$ cat src/rtl/adc_snap_ctrl.sv
// -----------------------------------------------------------------------------
// adc_snap_ctrl
//
// Snapshot capture controller. Once armed, the first cycle carrying both
// trigger and adc_valid starts a capture. Every valid ADC sample is packed,
// four per BRAM word with sample 0 in the LSBs. Each full word is written to
// consecutive BRAM addresses starting at 0. After CAPTURE_WORDS words have
// been written the block parks in DONE, where the snapshot can be read back
// over the BRAM's other port. It stays in DONE until it is re-armed.
//
// Ports
//   fabric_clk  : single clock, rising edge
//   fabric_rst  : asynchronous, active-high reset
//   arm         : single-cycle request to arm (honoured in IDLE and DONE only)
//   trigger     : level; starts the capture while armed (needs adc_valid too)
//   adc_valid   : qualifies adc_data
//   adc_data    : one ADC sample
//   bram_we     : one-cycle write strobe to the BRAM fabric port
//   bram_addr   : BRAM fabric-port address (current write address)
//   bram_data   : BRAM fabric-port write data (packed word)
//   busy        : high while ARMED or CAPTURE
//   done        : high in DONE (snapshot complete)
//   word_count  : words written in the current / last snapshot
// -----------------------------------------------------------------------------
module adc_snap_ctrl #(
    parameter int ADC_DATA_WIDTH = 8,
    parameter int RAM_DATA_WIDTH = 32,   // must equal 4*ADC_DATA_WIDTH
    parameter int RAM_ADDR_WIDTH = 8,
    parameter int CAPTURE_WORDS  = 256   // 1 .. 2**RAM_ADDR_WIDTH
) (
    input  logic                      fabric_clk,
    input  logic                      fabric_rst,
    input  logic                      arm,
    input  logic                      trigger,
    input  logic                      adc_valid,
    input  logic [ADC_DATA_WIDTH-1:0] adc_data,
    output logic                      bram_we,
    output logic [RAM_ADDR_WIDTH-1:0] bram_addr,
    output logic [RAM_DATA_WIDTH-1:0] bram_data,
    output logic                      busy,
    output logic                      done,
    output logic [RAM_ADDR_WIDTH:0]   word_count
);

    typedef enum logic [1:0] {
        ST_IDLE,
        ST_ARMED,
        ST_CAPTURE,
        ST_DONE
    } state_t;

    // word_count value while the last word of the snapshot is being written
    localparam logic [RAM_ADDR_WIDTH:0] LAST_WORD = (RAM_ADDR_WIDTH+1)'(CAPTURE_WORDS - 1);

    state_t                    state_q, state_d;
    logic [1:0]                slot_q, slot_d;       // next lane to fill in the packer
    logic [RAM_DATA_WIDTH-1:0] pack_q, pack_d;
    logic [RAM_DATA_WIDTH-1:0] pack_ins;             // packer with adc_data dropped into slot_q
    logic                      bram_we_q, bram_we_d;
    logic [RAM_ADDR_WIDTH-1:0] bram_addr_q, bram_addr_d;
    logic [RAM_DATA_WIDTH-1:0] bram_data_q, bram_data_d;
    logic                      busy_q, busy_d;
    logic                      done_q, done_d;
    logic [RAM_ADDR_WIDTH:0]   word_count_q, word_count_d;
    logic                      final_write;

    // Lane insert: only the lane selected by slot_q takes the new sample.
    genvar gi;
    generate
        for (gi = 0; gi < 4; gi++) begin : g_lane
            assign pack_ins[gi*ADC_DATA_WIDTH +: ADC_DATA_WIDTH] =
                (slot_q == 2'(gi)) ? adc_data
                                   : pack_q[gi*ADC_DATA_WIDTH +: ADC_DATA_WIDTH];
        end
    endgenerate

    // The cycle in which the last word is on the BRAM port. Samples arriving
    // here belong to no word of this snapshot and are dropped.
    assign final_write = bram_we_q && (word_count_q == LAST_WORD);

    always_comb begin
        state_d      = state_q;
        slot_d       = slot_q;
        pack_d       = pack_q;
        bram_we_d    = 1'b0;
        bram_addr_d  = bram_addr_q;
        bram_data_d  = bram_data_q;
        word_count_d = word_count_q;

        // Address and count advance the cycle after each write. After the
        // final write of a full-depth snapshot the address wraps to 0, but
        // no write follows, so nothing is overwritten.
        if (bram_we_q) begin
            bram_addr_d  = bram_addr_q + 1'b1;
            word_count_d = word_count_q + 1'b1;
        end

        case (state_q)
            ST_IDLE: begin
                if (arm) begin
                    state_d      = ST_ARMED;
                    slot_d       = 2'd0;
                    pack_d       = '0;
                    bram_addr_d  = '0;
                    word_count_d = '0;
                end
            end
            ST_ARMED: begin
                // slot_q is 0 here, so the trigger sample lands in lane 0.
                if (trigger && adc_valid) begin
                    state_d = ST_CAPTURE;
                    pack_d  = pack_ins;
                    slot_d  = 2'd1;
                end
            end
            ST_CAPTURE: begin
                if (final_write) begin
                    state_d = ST_DONE;
                end else if (adc_valid) begin
                    pack_d = pack_ins;
                    slot_d = slot_q + 2'd1;
                    if (slot_q == 2'd3) begin
                        bram_we_d   = 1'b1;
                        bram_data_d = pack_ins;
                    end
                end
            end
            ST_DONE: begin
                if (arm) begin
                    state_d      = ST_ARMED;
                    slot_d       = 2'd0;
                    pack_d       = '0;
                    bram_addr_d  = '0;
                    word_count_d = '0;
                end
            end
            default: state_d = ST_IDLE;
        endcase

        busy_d = (state_d == ST_ARMED) || (state_d == ST_CAPTURE);
        done_d = (state_d == ST_DONE);
    end

    always_ff @(posedge fabric_clk or posedge fabric_rst) begin
        if (fabric_rst) begin
            state_q      <= ST_IDLE;
            slot_q       <= 2'd0;
            pack_q       <= '0;
            bram_we_q    <= 1'b0;
            bram_addr_q  <= '0;
            bram_data_q  <= '0;
            busy_q       <= 1'b0;
            done_q       <= 1'b0;
            word_count_q <= '0;
        end else begin
            state_q      <= state_d;
            slot_q       <= slot_d;
            pack_q       <= pack_d;
            bram_we_q    <= bram_we_d;
            bram_addr_q  <= bram_addr_d;
            bram_data_q  <= bram_data_d;
            busy_q       <= busy_d;
            done_q       <= done_d;
            word_count_q <= word_count_d;
        end
    end

    assign bram_we    = bram_we_q;
    assign bram_addr  = bram_addr_q;
    assign bram_data  = bram_data_q;
    assign busy       = busy_q;
    assign done       = done_q;
    assign word_count = word_count_q;

endmodule
$ cat config.mk
export PLATFORM = sky130hd
export DESIGN_NAME = adc_snap_ctrl
export DESIGN_NICKNAME = d
export VERILOG_FILES = /design/src/rtl/adc_snap_ctrl.sv
export SDC_FILE = /design/constraint.sdc
export NUM_CORES = 1
export LEC_CHECK = 0
export ABC_AREA = 1
export CAP_MARGIN = 10
export CORE_AREA = 2 2 86 88
export CTS_BUF_LIST = sky130_fd_sc_hd__clkbuf_8 sky130_fd_sc_hd__clkbuf_16
export CTS_CLUSTER_SIZE = 30
export DETAILED_ROUTE_END_ITERATION = 8
export DIE_AREA = 0 0 88 90
export PLACE_DENSITY = 0.83
export SLEW_MARGIN = 5
export SYNTH_ARGS = -nofsm -noshare
export SYNTH_HDL_FRONTEND = slang
export SYNTH_SLANG_ARGS = --single-unit
$ cat constraint.sdc
create_clock -name fabric_clk -period 7.2 [get_ports fabric_clk]
set_input_delay 1.44 -clock fabric_clk [delete_from_list [all_inputs] [get_ports fabric_clk]]
set_output_delay 1.44 -clock fabric_clk [all_outputs]
set_load 0.03 [all_outputs]
==> results.sh, run 1 <==
export IMPL_status="complete, no violations"
export IMPL_slew_violations=0
export IMPL_cts_resized=0
export IMPL_remaining_drc_errors=0
export IMPL_drtIter0Drc=228
export IMPL_final_common_cell="nand2_1"
export IMPL_cts_tree="yes"
export IMPL_cp_required_ns=5.76
export IMPL_portBuffers=64
export IMPL_layout_common_cells="nand2_1 (146), dfrtp_1 (81), o21ai_0 (67), clkdlybuf4s50_1 (64), nor2_1 (52)"
export IMPL_place_hpwl_mm=5.39
export IMPL_grt_overflow=0
export IMPL_syn_avg_cell_area_um2=8.24
export IMPL_die_width_um=88
export IMPL_cts_htree_levels=3
export IMPL_grt_pass1_wl_mm=14.1
export IMPL_max_stage_delay_ns=0.77
export IMPL_final_area_mm2=0.00461
export IMPL_clockBufferDepth=2
export IMPL_post_route_period_util=0.446
export IMPL_drv_cap=0
export IMPL_worst_setup_path_start_kind="register"
export IMPL_die_y_um=90
export IMPL_clk_pin_slew_ns=0.07
export IMPL_synthesis_nets=491
export IMPL_ys_ff_latch=81
export IMPL_ir_drop_mv=0.225
export IMPL_dpl_cell_area_mm2=0.00444
export IMPL_start_util=0.549
export IMPL_end_kind="output pin"
export IMPL_yosysWarnings=0
export IMPL_tns_ns=0
export IMPL_cts_buffers=9
export IMPL_yosysTopAreaCellShare=0.526
export IMPL_synth_cells=468
export IMPL_num_antenna_cells=0
export IMPL_grt_max_degree=82
export IMPL_path_cells="clkdlybuf4s50_1"
export IMPL_fill_cells=601
export IMPL_clock_latency_ns=0.36
export IMPL_wl_per_cell_um=13.0
export IMPL_fmax_mhz=312
export IMPL_crit_type="reg2out"
export IMPL_netlist_area_mm2=0.00385
export IMPL_power_density_mw_per_mm2=393
export IMPL_slowest_stage="clkdlybuf4s50_1"
export IMPL_ys_types=20
export IMPL_fin_crit_ns=3.21
export IMPL_synthToLayoutAreaGrowth_pct=19.5
export IMPL_fp_row_count=31
export IMPL_cp_num_buf_inv=1
export IMPL_routed_wl_mm=8.10
export IMPL_grt_pass1_vias=3067
export IMPL_vias=3145
export IMPL_grtUsageTotal=0.226
export IMPL_relSlewSlack=0.341
export IMPL_fin_util=0.656
export IMPL_yosysTopAreaCell="dfrtp_1"
export IMPL_crit_family="buffers and inverters"
export IMPL_yosys_top_cells_area="dfrtp_1 (53%), nand2_1 (14%), o21ai_0 (8.7%)"
export IMPL_drive_above_1_share=0.0554
export IMPL_hold_buffers=0
export IMPL_worst_pin_slew_ns=0.989
export IMPL_place_inst=606
export IMPL_synth_seq_area_share=0.526
export IMPL_coreArea_mm2=0.00702
export IMPL_crit_fanout=18
export IMPL_clock_skew_ns=0.0124
export IMPL_finalNetCount=541
export IMPL_vias_per_cell=5.06
export IMPL_hold_violations=0
export IMPL_die_area_mm2=0.00792
export IMPL_antenna_found_initial=0
export IMPL_hold_class="reg2reg"
export IMPL_io_pins=65
export IMPL_finalSetupViolations=0
export IMPL_fin_cells=622
export IMPL_arrival_ns=1.77
export IMPL_cts_root_buf="clkbuf_8"
export IMPL_multi_input_area_mm2=0.00152
export IMPL_cts_sinks=81
export IMPL_seqCellArea_mm2=0.00203
export IMPL_first_pass_iters=4
export IMPL_post_cts_setup_buffers=0
export IMPL_rsz0062_at_grt="false"
export IMPL_ant_nets=0
export IMPL_globalplace_congestion=0.787
export IMPL_p_leak_nw=2.24
-- through the flow --
stage	hold slack, ns	power, mW	setup slack, ns
final	0.481	1.81	3.99
after global routing	0.502	1.96	3.89
after CTS	0.486	1.82	3.99
after detailed placement	0.467	1.54	3.92
after global placement	0.456	1.51	3.98
after floorplan	0.444	1.31	3.68
-- registers in the layout, indices dropped and copies added, names as in the netlist --
register / flops
bram_we: 1
slot_q: 2
state_q: 2
done: 1
word_count: 9
busy: 1
pack_q: 25
bram_addr: 8
bram_data: 32
-- path summary, 6_finish.rpt --
check	slack (ns)	start	cells past startpoint	to
max	3.99	bram_we	1	bram_we
min	0.48	bram_data[12]	2	bram_data[12]
max reg2reg	4.45	state_q[0]	7	busy
min reg2reg	0.48	bram_data[12]	2	bram_data[12]
max in group asynchronous	4.85	fabric_rst	3	bram_data[16]
min in group asynchronous	1.71	fabric_rst	3	bram_addr[6]
-- synthesized netlist by cell type (all sizes together) --
library cell / n
ha: 10
buf: 19
clkbuf: 8
nor3: 1
o21ai: 95
nor2: 53
nand4: 1
inv: 30
nand2: 149
nand3: 8
dfrtp: 81
a31oi: 1
a21oi: 12
-- per-layer routing --
| metal | global-route usage | up-vias | part of all wire |
|---|---|---|---|
| li1 | - | 1595 | - |
| met1 | 0.304 | 1452 | 0.44 |
| met2 | 0.359 | 87 | 0.49 |
| met3 | 0.0606 | 11 | 0.055 |
| met4 | 0.0692 | 0 | 0.015 |
| met5 | 0 | - | 0 |
-- layout make-up --
class                           count  share of cell area
Clock buffer                        9              0.0269
Clock inverter                      7             0.00869
Inverter                           30              0.0247
Multi-Input combinational cell    330               0.330
Sequential cell                    81               0.440
Tap cell                           99              0.0269
Timing Repair Buffer               66               0.142
-- kinds of logic (layout without fill, tap and decap cells) --
family	Yosys count	count (layout)	share of synthesized area
AOI/OAI and AO/OA	108	108	0.148
adders and majority gates	10	10	0.0325
buffers and inverters	57	112	0.0795
DFF	81	81	0.526
and+or+nand+nor	212	212	0.214
-- where the power goes --
| group | switching [mW] | internal (mW) | total [mW] |
|---|---|---|---|
| clock network | 0.162 | 0.121 | 0.283 |
| logic | 0.567 | 0.296 | 0.863 |
| registers | 0.0725 | 0.593 | 0.666 |
| total | 0.801 | 1.01 | 1.81 |
Note: power is estimated with default switching activity, not from simulation.
==> run 2, diff against run 1 <==
CORE_AREA = 2 2 89 91   (was 2 2 86 88)
DIE_AREA = 0 0 91 93   (was 0 0 88 90)
PLACE_DENSITY = 0.78   (was 0.83)
clock period = 3.3 ns   (was 7.2 ns; I/O delays follow)
==> results.sh, run 2 (synthesis gave the netlist of run 1 again) <==
export IMPL_status="complete, no violations"
export IMPL_crit_fanout=18
export IMPL_worst_pin_slew_ns=0.615
export IMPL_num_antenna_cells=0
export IMPL_hold_class="reg2reg"
export IMPL_hold_buffers=0
export IMPL_cts_htree_levels=3
export IMPL_cts_resized=0
export IMPL_post_cts_setup_buffers=0
export IMPL_grtUsageTotal=0.209
export IMPL_grt_overflow=0
export IMPL_wl_per_cell_um=13.4
export IMPL_timing_rr_start="word_count[0]"
export IMPL_p_leak_nw=2.28
export IMPL_globalplace_congestion=0.786
export IMPL_die_width_um=91
export IMPL_path_cells="clkdlybuf4s50_1"
export IMPL_place_inst=612
export IMPL_remaining_drc_errors=0
export IMPL_max_stage_delay_ns=0.77
export IMPL_place_hpwl_mm=5.68
export IMPL_worstSetupStartpoint="bram_we"
export IMPL_largest_reg_flops=32
export IMPL_first_pass_iters=5
export IMPL_grt_max_degree=50
export IMPL_coreArea_mm2=0.00753
export IMPL_busiest_layer="met2"
export IMPL_fin_cells=628
export IMPL_cp_num_buf_inv=1
export IMPL_ir_drop_mv=0.486
export IMPL_globalRouteMet1Util=0.266
export IMPL_io_pins=65
export IMPL_hold_violations=0
export IMPL_slowest_stage="clkdlybuf4s50_1"
export IMPL_ant_nets=0
export IMPL_end_kind="output pin"
export IMPL_arrival_ns=1.76
export IMPL_die_y_um=93
export IMPL_clock_skew_ns=0.0117
export IMPL_cts_root_buf="clkbuf_8"
export IMPL_slew_violations=0
export IMPL_drtIter0Drc=205
export IMPL_clk_pin_slew_ns=0.08
export IMPL_rsz0062_at_grt="false"
export IMPL_grt_pass1_vias=3071
export IMPL_cts_buffers=9
export IMPL_reg2reg_slack_ns=0.98
export IMPL_finalNetCount=544
export IMPL_met3_usage=0.0371
export IMPL_clockBufferDepth=2
export IMPL_crit_type="reg2out"
export IMPL_fp_row_count=32
export IMPL_relSlewSlack=0.589
export IMPL_antenna_found_initial=0
export IMPL_layout_common_cells="nand2_1 (146), dfrtp_1 (81), o21ai_0 (67), clkdlybuf4s50_1 (64), nor2_1 (52)"
export IMPL_cts_sinks=81
export IMPL_grt_pass1_wl_mm=14.1
export IMPL_fmax_mhz=413
export IMPL_crit_family="buffers and inverters"
export IMPL_grtUsageMet2=0.348
export IMPL_vias_per_cell=5.15
export IMPL_clock_latency_ns=0.35
export IMPL_vias=3234
export IMPL_die_area_mm2=0.00846
export IMPL_portBuffers=64
export IMPL_fin_crit_ns=2.42
export IMPL_routed_wl_mm=8.43
export IMPL_cp_required_ns=2.64
export IMPL_post_route_period_util=0.734
export IMPL_path_depth=1
export IMPL_synthToLayoutAreaGrowth_pct=21.6
export IMPL_drv_cap=0
export IMPL_cts_tree="yes"
export IMPL_finalSetupViolations=0
export IMPL_worst_setup_path_start_kind="register"
export IMPL_drive_above_1_share=0.0646
export IMPL_final_common_cell="nand2_1"
export IMPL_rr_endpoint="pack_q[5]"
export IMPL_worst_r2r_cell_count=9
export IMPL_crit_path_end="bram_we"
export IMPL_power_density_mw_per_mm2=879
export IMPL_start_util=0.512
export IMPL_tns_ns=0
run 2: changes by cell type in the layout (fill, tap and decap cells not counted):
cell,previous run,this run
clkinv_4,0,2
buf_12,0,1
clkbuf_8,9,10
clkinv_2,3,2
inv_1,31,29
buf_4,2,4
bufinv_16,0,1
clkinvlp_4,3,2
run 2: stage by stage:
step	setup slack, ns	utilization	hold slack (ns)	area (um^2)	total power, mW
after floorplan	0.560	-	0.444	3850	2.86
after global placement	0.841	0.595	0.457	4480	3.32
after detailed placement	0.782	0.595	0.465	4480	3.39
after CTS	0.877	0.623	0.483	4690	4.14
after global routing	0.730	0.623	0.508	4690	4.41
final	0.879	0.623	0.483	4690	4.12
run 2: worst min path at each step:
| stage | start | to | slack (ns) | cells past startpoint |
|---|---|---|---|---|
| after floorplan | pack_q[10] | pack_q[10] | 0.44 | 2 |
| final | pack_q[11] | pack_q[11] | 0.48 | 2 |
| after global routing | pack_q[8] | pack_q[8] | 0.51 | 2 |
| after CTS | pack_q[11] | pack_q[11] | 0.48 | 2 |
| after detailed placement | pack_q[11] | pack_q[11] | 0.47 | 2 |
| after global placement | pack_q[9] | pack_q[9] | 0.46 | 2 |
run 2: per-layer routing:
metal | vias up | share of wire
met1 | 1506 | 0.44
met5 | - | 0
met2 | 112 | 0.48
met4 | 0 | 0.022
met3 | 16 | 0.058
li1 | 1600 | -
run 2: layout make-up:
type | count | area, um^2
fill | 679 | 2840
sequential | 81 | 2030
multi-input combinational | 330 | 1520
timing repair buffer | 69 | 691
clock buffer | 10 | 138
tap | 102 | 128
inverter | 30 | 114
clock inverter | 6 | 67.6
run 2: power by group:
group	leakage (nW)	switching, mW	internal [mW]
Combinational	1.08	1.26	0.663
Sequential	1.10	0.159	1.29
Clock	0.0985	0.372	0.371
